==> config.mk <==
export PLATFORM = sky130hd
export DESIGN_NAME = tracer_sequencer_flat
export DESIGN_NICKNAME = d
export VERILOG_FILES = /design/src/rtl/tracer_seq_pkg.sv /design/src/rtl/tracer_sequencer_if.sv /design/src/rtl/tracer_seq_wdog.sv /design/src/rtl/tracer_sequencer.sv /design/src/flat_wrapper.sv
export SDC_FILE = /design/constraint.sdc
export NUM_CORES = 1
export LEC_CHECK = 0
export ABC_CLOCK_PERIOD_IN_PS = 3100
export BUFFER_PORTS_ARGS = -buffer_cell sky130_fd_sc_hd__buf_2
export CAP_MARGIN = 40
export CORE_MARGIN = 4
export CORE_UTILIZATION = 52
export DETAILED_ROUTE_END_ITERATION = 10
export PLACE_DENSITY = 0.78
export SETUP_SLACK_MARGIN = 0.4
export SLEW_MARGIN = 20
export SYNTH_ARGS = -nofsm -noshare
export SYNTH_HDL_FRONTEND = slang
export SYNTH_SLANG_ARGS = --single-unit
==> constraint.sdc <==
create_clock -name clk -period 3.1 [get_ports clk]
set_clock_uncertainty 0.2 [all_clocks]
set_input_delay 0.31 -clock clk [delete_from_list [all_inputs] [get_ports clk]]
set_output_delay 0.31 -clock clk [all_outputs]
set_load 0.02 [all_outputs]
==> src/rtl/tracer_seq_pkg.sv <==
// tracer_seq_pkg: shared state encoding and tracer value generation for tracer_sequencer.
// Optional LFSR value mode is selected by TRACER_SEQ_LFSR_EN.
package tracer_seq_pkg;
   typedef enum logic [1:0] {IDLE = 2'd0, RUN = 2'd1, COOL = 2'd2} state_e;
   localparam logic [7:0] LFSR_MASK = 8'hB8;
   function automatic logic [7:0] first_val(input logic [7:0] seed);
`ifdef TRACER_SEQ_LFSR_EN
      return (seed == 8'h00) ? 8'h01 : seed;
`else
      return seed;
`endif
   endfunction
   function automatic logic [7:0] next_val(input logic [7:0] cur, input logic [7:0] step);
`ifdef TRACER_SEQ_LFSR_EN
      return (cur >> 1) ^ (cur[0] ? LFSR_MASK : (step & 8'h00));
`else
      return cur + step;
`endif
   endfunction
endpackage

==> src/rtl/tracer_sequencer_if.sv <==
// tracer_sequencer_if: 8-bit tracer-vector AXI stream between sequencer and injector.
interface tracer_sequencer_if;
   logic [7:0] tdata;
   logic       tvalid;
   logic       tready;
   modport master (output tdata, tvalid, input tready);
   modport slave  (input tdata, tvalid, output tready);
endinterface

==> src/rtl/tracer_seq_wdog.sv <==
// tracer_seq_wdog: counts idle cycles and pulses expire when the live limit is about to be reached.
module tracer_seq_wdog #(
   parameter int WD_W = 16
) (
   input  logic            clk,
   input  logic            resetn,
   input  logic            clr,
   input  logic            en,
   input  logic [WD_W-1:0] limit,
   output logic            expire
);
   logic [WD_W-1:0] cnt_q, cnt_d;
   assign expire = en && (limit != '0) && (cnt_q == limit - WD_W'(1));
   always_comb cnt_d = clr ? '0 : en ? cnt_q + WD_W'(1) : cnt_q;
   always_ff @(posedge clk or negedge resetn)
      if (!resetn) cnt_q <= '0;
      else cnt_q <= cnt_d;
endmodule

==> src/rtl/tracer_sequencer.sv <==
// tracer_sequencer: start/stop sequenced tracer-value AXI stream source with run limit and stall watchdog.
// Define TRACER_SEQ_LFSR_EN to generate values with an 8-bit Galois LFSR instead of seed+n*step.
module tracer_sequencer
   import tracer_seq_pkg::*;
#(
   parameter int WD_W   = 16,
   parameter int FCNT_W = 32
) (
   input  logic              clk,
   input  logic              resetn,
   input  logic              start,
   input  logic              stop,
   input  logic [7:0]        seed,
   input  logic [7:0]        step,
   input  logic [FCNT_W-1:0] frame_limit,
   input  logic [WD_W-1:0]   wd_limit,
   input  logic              sof,
   tracer_sequencer_if.master axis_vector,
   output logic              busy,
   output logic [FCNT_W-1:0] values_sent,
   output logic [FCNT_W-1:0] frames_seen,
   output logic              stall
);
   state_e            state_q, state_d;
   logic [7:0]        tdata_q, tdata_d, step_q, step_d;
   logic              tvalid_q, tvalid_d, busy_q, busy_d, stall_q, stall_d;
   logic [FCNT_W-1:0] vs_q, vs_d, fs_q, fs_d, limit_q, limit_d, vs_inc, fs_inc;
   logic              run, hs, expire;
   assign run    = (state_q == RUN);
   assign hs     = tvalid_q && axis_vector.tready;
   assign vs_inc = (vs_q == '1) ? vs_q : vs_q + FCNT_W'(1);
   assign fs_inc = (fs_q == '1) ? fs_q : fs_q + FCNT_W'(1);
   tracer_seq_wdog #(.WD_W(WD_W)) u_wdog (
      .clk    (clk),
      .resetn (resetn),
      .clr    (!run || hs),
      .en     (run && !hs),
      .limit  (wd_limit),
      .expire (expire)
   );
   always_comb begin
      state_d = state_q;
      tdata_d = tdata_q;
      step_d  = step_q;
      limit_d = limit_q;
      vs_d    = vs_q;
      fs_d    = fs_q;
      stall_d = stall_q;
      case (state_q)
         IDLE: if (start) begin
            state_d = RUN;
            tdata_d = first_val(seed);
            step_d  = step;
            limit_d = frame_limit;
            vs_d    = '0;
            fs_d    = '0;
            stall_d = 1'b0;
         end
         RUN: begin
            tdata_d = hs ? next_val(tdata_q, step_q) : tdata_q;
            vs_d    = hs ? vs_inc : vs_q;
            fs_d    = sof ? fs_inc : fs_q;
            stall_d = stall_q || expire;
            // stop wins over a same-cycle handshake, but that handshake is still counted above
            if (stop || expire || (limit_q != '0 && hs && vs_inc == limit_q)) state_d = COOL;
         end
         COOL: begin
            fs_d    = sof ? fs_inc : fs_q;
            state_d = IDLE;
         end
         default: state_d = IDLE;
      endcase
      tvalid_d = (state_d == RUN);
      busy_d   = (state_d != IDLE);
   end
   always_ff @(posedge clk or negedge resetn)
      if (!resetn) begin
         state_q  <= IDLE;
         tdata_q  <= '0;
         step_q   <= '0;
         limit_q  <= '0;
         vs_q     <= '0;
         fs_q     <= '0;
         stall_q  <= 1'b0;
         tvalid_q <= 1'b0;
         busy_q   <= 1'b0;
      end else begin
         state_q  <= state_d;
         tdata_q  <= tdata_d;
         step_q   <= step_d;
         limit_q  <= limit_d;
         vs_q     <= vs_d;
         fs_q     <= fs_d;
         stall_q  <= stall_d;
         tvalid_q <= tvalid_d;
         busy_q   <= busy_d;
      end
   assign axis_vector.tdata  = tdata_q;
   assign axis_vector.tvalid = tvalid_q;
   assign busy        = busy_q;
   assign values_sent = vs_q;
   assign frames_seen = fs_q;
   assign stall       = stall_q;
endmodule

==> src/flat_wrapper.sv <==
// flat-port wrapper written by rule: the top's interface ports become plain ports
module tracer_sequencer_flat import tracer_seq_pkg::*;
#(
   parameter int WD_W   = 16,
   parameter int FCNT_W = 32
)
  (clk, resetn, start, stop, seed, step, frame_limit, wd_limit, sof, busy, values_sent, frames_seen, stall, axis_vector_tdata, axis_vector_tvalid, axis_vector_tready);
  tracer_sequencer_if axis_vector_i ();
  input  logic clk;
  input  logic resetn;
  input  logic start;
  input  logic stop;
  input  logic [7:0] seed;
  input  logic [7:0] step;
  input  logic [FCNT_W-1:0] frame_limit;
  input  logic [WD_W-1:0] wd_limit;
  input  logic sof;
  output logic busy;
  output logic [FCNT_W-1:0] values_sent;
  output logic [FCNT_W-1:0] frames_seen;
  output logic stall;
  output wire logic [$bits(axis_vector_i.tdata)-1:0] axis_vector_tdata;
  output wire logic [$bits(axis_vector_i.tvalid)-1:0] axis_vector_tvalid;
  input wire logic [$bits(axis_vector_i.tready)-1:0] axis_vector_tready;
  assign axis_vector_tdata = axis_vector_i.tdata;
  assign axis_vector_tvalid = axis_vector_i.tvalid;
  assign axis_vector_i.tready = axis_vector_tready;
  tracer_sequencer #(.WD_W(WD_W), .FCNT_W(FCNT_W)) u_core (.clk(clk), .resetn(resetn), .start(start), .stop(stop), .seed(seed), .step(step), .frame_limit(frame_limit), .wd_limit(wd_limit), .sof(sof), .axis_vector(axis_vector_i), .busy(busy), .values_sent(values_sent), .frames_seen(frames_seen), .stall(stall));
endmodule
# Word-level counts from Yosys, hierarchy flattened
# Index checks and enable logic that the tools add are counted.
[classes] n_addsub=5 n_eq_ne=11 n_mux=17 reduce_logical=24
[op_table] operator="2-to-1 mux 32 bit" count=5
[op_table] operator="one-hot mux 32 bit (2 select lines)" count=2
[op_table] operator="adder 32 x 1 -> 32 bit, second input constant" count=2
[op_table] operator="equality test 32 bit, second input constant" count=2
[op_table] operator="equality test 32 bit" count=1
[op_table] operator="2-to-1 mux 16 bit" count=2
[op_table] operator="nonzero test 32 bit" count=1
[op_table] operator="adder 16 x 1 -> 16 bit, second input constant" count=1
[op_table] operator="equality test 16 bit" count=1
[op_table] operator="2-to-1 mux 8 bit" count=2
[op_table] operator="one-hot mux 8 bit (2 select lines)" count=1
[op_table] operator="nonzero test 16 bit" count=1
[op_table] operator="subtractor 16 x 1 -> 16 bit, second input constant" count=1
[op_table] operator="adder 8 bit" count=1
[op_table] operator="nonzero test 2 bit" count=4
[op_table] operator="logical AND 1 bit" count=6
[op_table] operator="inequality test 2 bit, second input constant" count=3
[op_table] operator="equality test 2 x 1 -> 1 bit, second input constant" count=2
[op_table] operator="logical OR 1 bit" count=4
[op_table] operator="2-to-1 mux 2 bit" count=2
[op_table] operator="one-hot mux 2 bit (2 select lines)" count=1
[op_table] operator="AND reduction 2 bit" count=2
[op_table] operator="AND reduction 4 bit" count=1
[op_table] operator="AND reduction 3 bit" count=1
[op_table] operator="7 further kinds" count=8
[totals] register_bits=133 in_bits=70 output_inout_bits=75 word_cells=67

# Longest topological paths before layout
[depth] depth_word=10 mapped_depth=12 mapped_depth_nobuf=11

# Cells and area by module
# Synthesis repeated with hierarchy kept, for this count alone.
[unflattened] hier_cells=978 area_unflattened_um2=8733.4
[modules_own_cells] mod="tracer_sequencer" instances=1 cells_each=808 area_per_inst_um2=7328.3 seq_area_each_um2=2927.8
[modules_own_cells] mod="tracer_seq_wdog" instances=1 cells_each=170 area_per_inst_um2=1405.1 seq_area_each_um2=400.4

# Worst setup path after synthesis
# OpenSTA, ideal clock, no wires.
[synth_path] kind="register to register" startpoint="register u_core.vs_q[0], in the netlist u_core.values_sent[0]" endpoint="register u_core.tvalid_q, in the netlist u_core.axis_vector.tvalid" setup_ns=0.135 t_arrival_ns=3.021 required_time_ns=2.765 setup_slack_ns=-0.256 path_stages_with_launch=12 path_buffers=1 synth_period_minus_slack_ns=3.356 path_cell_list="dfrtp_1 -> ha_1 -> nand3_1 -> nor3_2 -> and3_1 -> clkbuf_1 -> mux2_2 -> a32o_1 -> nor4_2 -> nand4_2 -> a21oi_2 -> o221ai_2"
[synth_via] elab_chain_len=8 elab_cells_between_ends=9 cone_classes="add/sub: 1; eq/ne: 3; mux: 3; reduce/logical: 2"
[synth_rtl] item="from (decl)" line="tracer_sequencer.sv:27" source="logic [FCNT_W-1:0] vs_q, vs_d, fs_q, fs_d, limit_q, limit_d, vs_inc, fs_inc;"
[synth_rtl] item="from (signal assigned)" line="tracer_sequencer.sv:92" source="vs_q <= vs_d;"
[synth_rtl] item="adder 32 x 1 -> 32 bit or equality test 32 bit (tied branches)" line="tracer_sequencer.sv:31" source="assign vs_inc = (vs_q == '1) ? vs_q : vs_q + FCNT_W'(1);"
[synth_rtl] item="2-to-1 mux 32 bit (*)" line="tracer_sequencer.sv:31"
[synth_rtl] item="equality test 32 bit (*)" line="tracer_sequencer.sv:65" source="if (stop || expire || (limit_q != '0 && hs && vs_inc == limit_q)) state_d = COOL;"
[synth_rtl] item="logical AND 1 bit (*)" line="tracer_sequencer.sv:65"
[synth_rtl] item="logical OR 1 bit (*)" line="tracer_sequencer.sv:65"
[synth_rtl] item="2-to-1 mux 2 bit (*)" line="tracer_sequencer.sv:65"
[synth_rtl] item="one-hot mux 2 bit (2 select lines) (*)" line="tracer_sequencer.sv:49" source="case (state_q)"
[synth_rtl] item="equality test 2 x 1 -> 1 bit (*)" line="tracer_sequencer.sv:73" source="tvalid_d = (state_d == RUN);"
[synth_rtl] item="named net u_core.tvalid_d" line="tracer_sequencer.sv:26" source="logic tvalid_q, tvalid_d, busy_q, busy_d, stall_q, stall_d;"
[synth_rtl] item="to (signal assigned)" line="tracer_sequencer.sv:95" source="tvalid_q <= tvalid_d;"
[synth_rtl] item="to (decl)" line="tracer_sequencer.sv:26"
# Mark *: on every way through the listed nets, which the timed path passes. The rest lies on a longest branch.
# A chain may end at the register's enable or synchronous reset.

# Final worst setup path
[layout_path] startpoint="register u_core.vs_q[26], in the netlist u_core.values_sent[26]" endpoint="register u_core.tvalid_q, in the netlist u_core.axis_vector.tvalid"
# The elaborated chain is that of the path after synthesis.

==> summary by stage <==
Outcome
The run finished with clean final reports.

Floorplanning
The area enclosed by the die boundary is 18300 um^2. The number of top-level design ports is 145. For this configuration, the core starts out at a cell density of 53.0%.

The die is 135 um tall. The floorplan core area is 15900 um^2. The die span in x is 135 um. The number of standard-cell rows in the floorplan is 46.

Yosys
In this run the mean area of a mapped cell was 9.03 um^2. The count of different cell masters after synthesis is 69. The most frequent cell after synthesis is dfrtp_1. Ranked by total cell area, the synthesized netlist is headed by dfrtp_1, xnor2_1, mux2_2.

In the synthesized netlist, the cells that appear most often are dfrtp_1, nand2_1, nor2_1. The post-synthesis net count is 1017. The number of synthesized register bits is 133. For this run, the leading register cell type out of synthesis is dfrtp_1. Counting flops with an async set or reset pin after synthesis yields a share of 100%. After technology mapping, the gate count stands at 932. After synthesis, the largest area contributor takes up 39.5% of total cell area. The proportion of synthesized chip area in sequential cells is 39.5%. Yosys mapped a number of flops with a built-in enable equal to 0. The cell area that synthesis handed to floorplanning was 8420 um^2.

The biggest area contributor in the post-synthesis netlist is dfrtp_1. The total number of yosys warnings is 0.

CTS
The root cell of the clock tree is clkbuf_16. For this design, the sink count on the clock tree is 133. The later pin in the worst-skew pair is clocked with a latency of 430 ps. The H-tree level count is 4. The clock passes through at most 2 buffers.

TritonCTS created 17 clock buffers. After clock tree synthesis, the clock-pin slew on the worst setup and hold paths is 60 ps. TritonCTS built the clock tree.

Place
The count of input and output buffers is 144. The total half-perimeter wirelength after legalization and detailed placement is 17.1 mm. The number of placed instances, taps included, is 1318. The post-placement cell area is 9840 um^2. At the end of routability-driven placement, the weighted congestion stood at 0.986. The worst slack at placement is 38.8 ps.

Critical path
The largest fanout on the critical path is 10. STA classifies the critical path startpoint as a flop. The kind of capture point of the worst setup path is a flop.

The critical path is of the reg2reg type. The arrival time at the worst endpoint is 3130 ps. The critical path data required time is 3180 ps.

Drt
The per-cell routed wire length is 17.6 um. Using the TritonRoute via totals, the vias-per-cell ratio works out to 5.72. The number of vias in the routed layout is 8071. The first routing iteration left 636 violations. The number of nets with antenna violations after detailed routing is 0. The first detailed-routing pass took 5 iterations. Wires add up to 24.9 mm. The number of design rule violations left after detail routing is 0.

GRT
The initial antenna violation count is 0. The wire length of the first global-routing pass is 40.1 mm. The number of global-route vias before repair came to 7914.

The maximum number of pins on one net before global-route repair is 56. The overall track demand over capacity in global routing is 27.4%. The total congestion overflow is 0.

Timing
The total count of max-transition violations in the final report is 0. Measured against its own limit, the worst slew margin works out to 53.3%. The hold violation total from the final report was 0.

The sum of negative setup slack is 0 ps. For the pin with the worst max-slew slack, the measured transition is 692 ps. Setup repair after global routing could not meet its margin everywhere. The least setup slack across all paths after layout is 46.3 ps. The maximum clock frequency is 0.327 GHz. The final worst-path cycle share is 98.5%. The final period demand of the worst path is 3050 ps. The setup-violating endpoint count in the final report is 0.

Power
The power density over the cells is 719 nW/um^2. The analysis attributes to cell leakage a power of 4.90 nW. Across the VDD grid, the largest voltage drop is 0.775 mV.

Final layout
The finished cells cover 11200 um^2. The layout has 1217 filler cells. The post-layout instance count excluding filler cells is 1410.

The final layout contains 1266 nets. The post-synthesis to final-layout area growth is 32.5%. The final standard cell utilization of the core is 70.2%.

In the final layout, the share of cells above drive strength 1 is 31.2%. The repair_antennas step left the layout with diodes totalling 0.

Run
The tool flagged a number of max-cap violations equal to 0.

Hold path
The worst min-delay path category is in2reg.
## sequential cells by signal (all words and copies together) (netlist names)
signal                     cells
u_core.u_wdog.cnt_q           16
u_core.step_q                  8
u_core.stall                   1
u_core.values_sent            32
u_core.state_q                 2
u_core.axis_vector.tvalid      1
u_core.limit_q                32
u_core.axis_vector.tdata       8
u_core.busy                    1
u_core.frames_seen            32
## where the power goes
part           internal [mW]  switching (mW)
sequential              2.17           0.477
combinational           1.42            1.93
clock                   1.22           0.804
total                   4.81            3.21
## worst paths after layout
path | startpoint | slack (ps) | end | cells after the start
worst max-delay path | u_core.values_sent[26] | 50 | u_core.axis_vector.tvalid | 13
worst min-delay path | seed[4] | 10 | u_core.axis_vector.tdata[4] | 3
worst max register to register | u_core.values_sent[26] | 50 | u_core.axis_vector.tvalid | 13
worst min register to register | u_core.step_q[4] | 320 | u_core.step_q[4] | 1
max in group asynchronous | resetn | 1750 | u_core.values_sent[22] | 3
min in group asynchronous | resetn | 230 | u_core.u_wdog.cnt_q[9] | 2
## worst max-delay path: stages, from the launching register on
cell and delay (ps):
dfrtp_2 400, nand4_1 140, buf_4 180, nor4_2 50, buf_4 170, buf_4 150
a2111oi_2 400, buf_4 190, xnor2_1 120, o211ai_1 150, nor4_2 290, nand4_4 180
a21oi_2 190, o221ai_2 110
## kinds of logic (layout without fill, tap and decap cells)
group           Yosys count  in the layout  synth area share, %
compound gates          162            162                 12.3
xor+xnor                 98             98                 10.2
mux                      62             62                 8.00
simple gates            384            384                 23.8
buf+inv                  78            340                 3.87
flops                   133            133                 39.5
fa+ha+maj                15             15                 2.32
## metrics by stage
step	total power [mW]	hold slack [ps]
6_report	8.02	10.6
5_1_grt	8.50	52.1
4_1_cts	7.90	9.26
3_5_place_dp	5.78	116
3_3_place_gp	5.72	120
2_1_floorplan	4.81	-186
## cell type report
class                   instances  area (um^2)  area share (%)
repair buffers                280         1880            16.9
inverters                      28          105           0.943
flip-flops and latches        133         3350            30.1
multi-input cells             721         4950            44.4
clock buffers                  20          447            4.01
clock inverters                12          141            1.27
well taps                     216          270            2.42
## placed cells by master (no fill, tap or decap), drive strengths merged, types with 10 or more instances in the layout
cell type / count
o21ai: 54
mux2i: 20
nor3: 33
clkbuf: 20
dfrtp: 133
nand2: 89
nor2: 84
nor4: 20
or3: 20
dlygate4sd3: 47
and3: 19
ha: 14
nand3: 43
xnor2: 62
xor2: 36
inv: 33
nand4: 28
mux2: 42
buf: 233
a21o: 10
a21oi: 41
## layer usage
metal  up-vias  wire length (um)  track usage [%]
met1      3901             10700             37.4
li1       3851                 -                -
met5         -                 0                0
met2       275             11900             43.5
met3        44              1850             6.91
met4         0               452             7.89
## repair_timing
action | 4_1_cts | 5_1_grt
setup buffers | 9 | 4
endpoints found under the hold margin | 98 | 0
hold buffers | 47 | 0
pin swaps | 14 | 4
endpoints found under the setup margin | 4 | 34
resized for setup | 18 | 20
(Power assumes the default switching activity.)
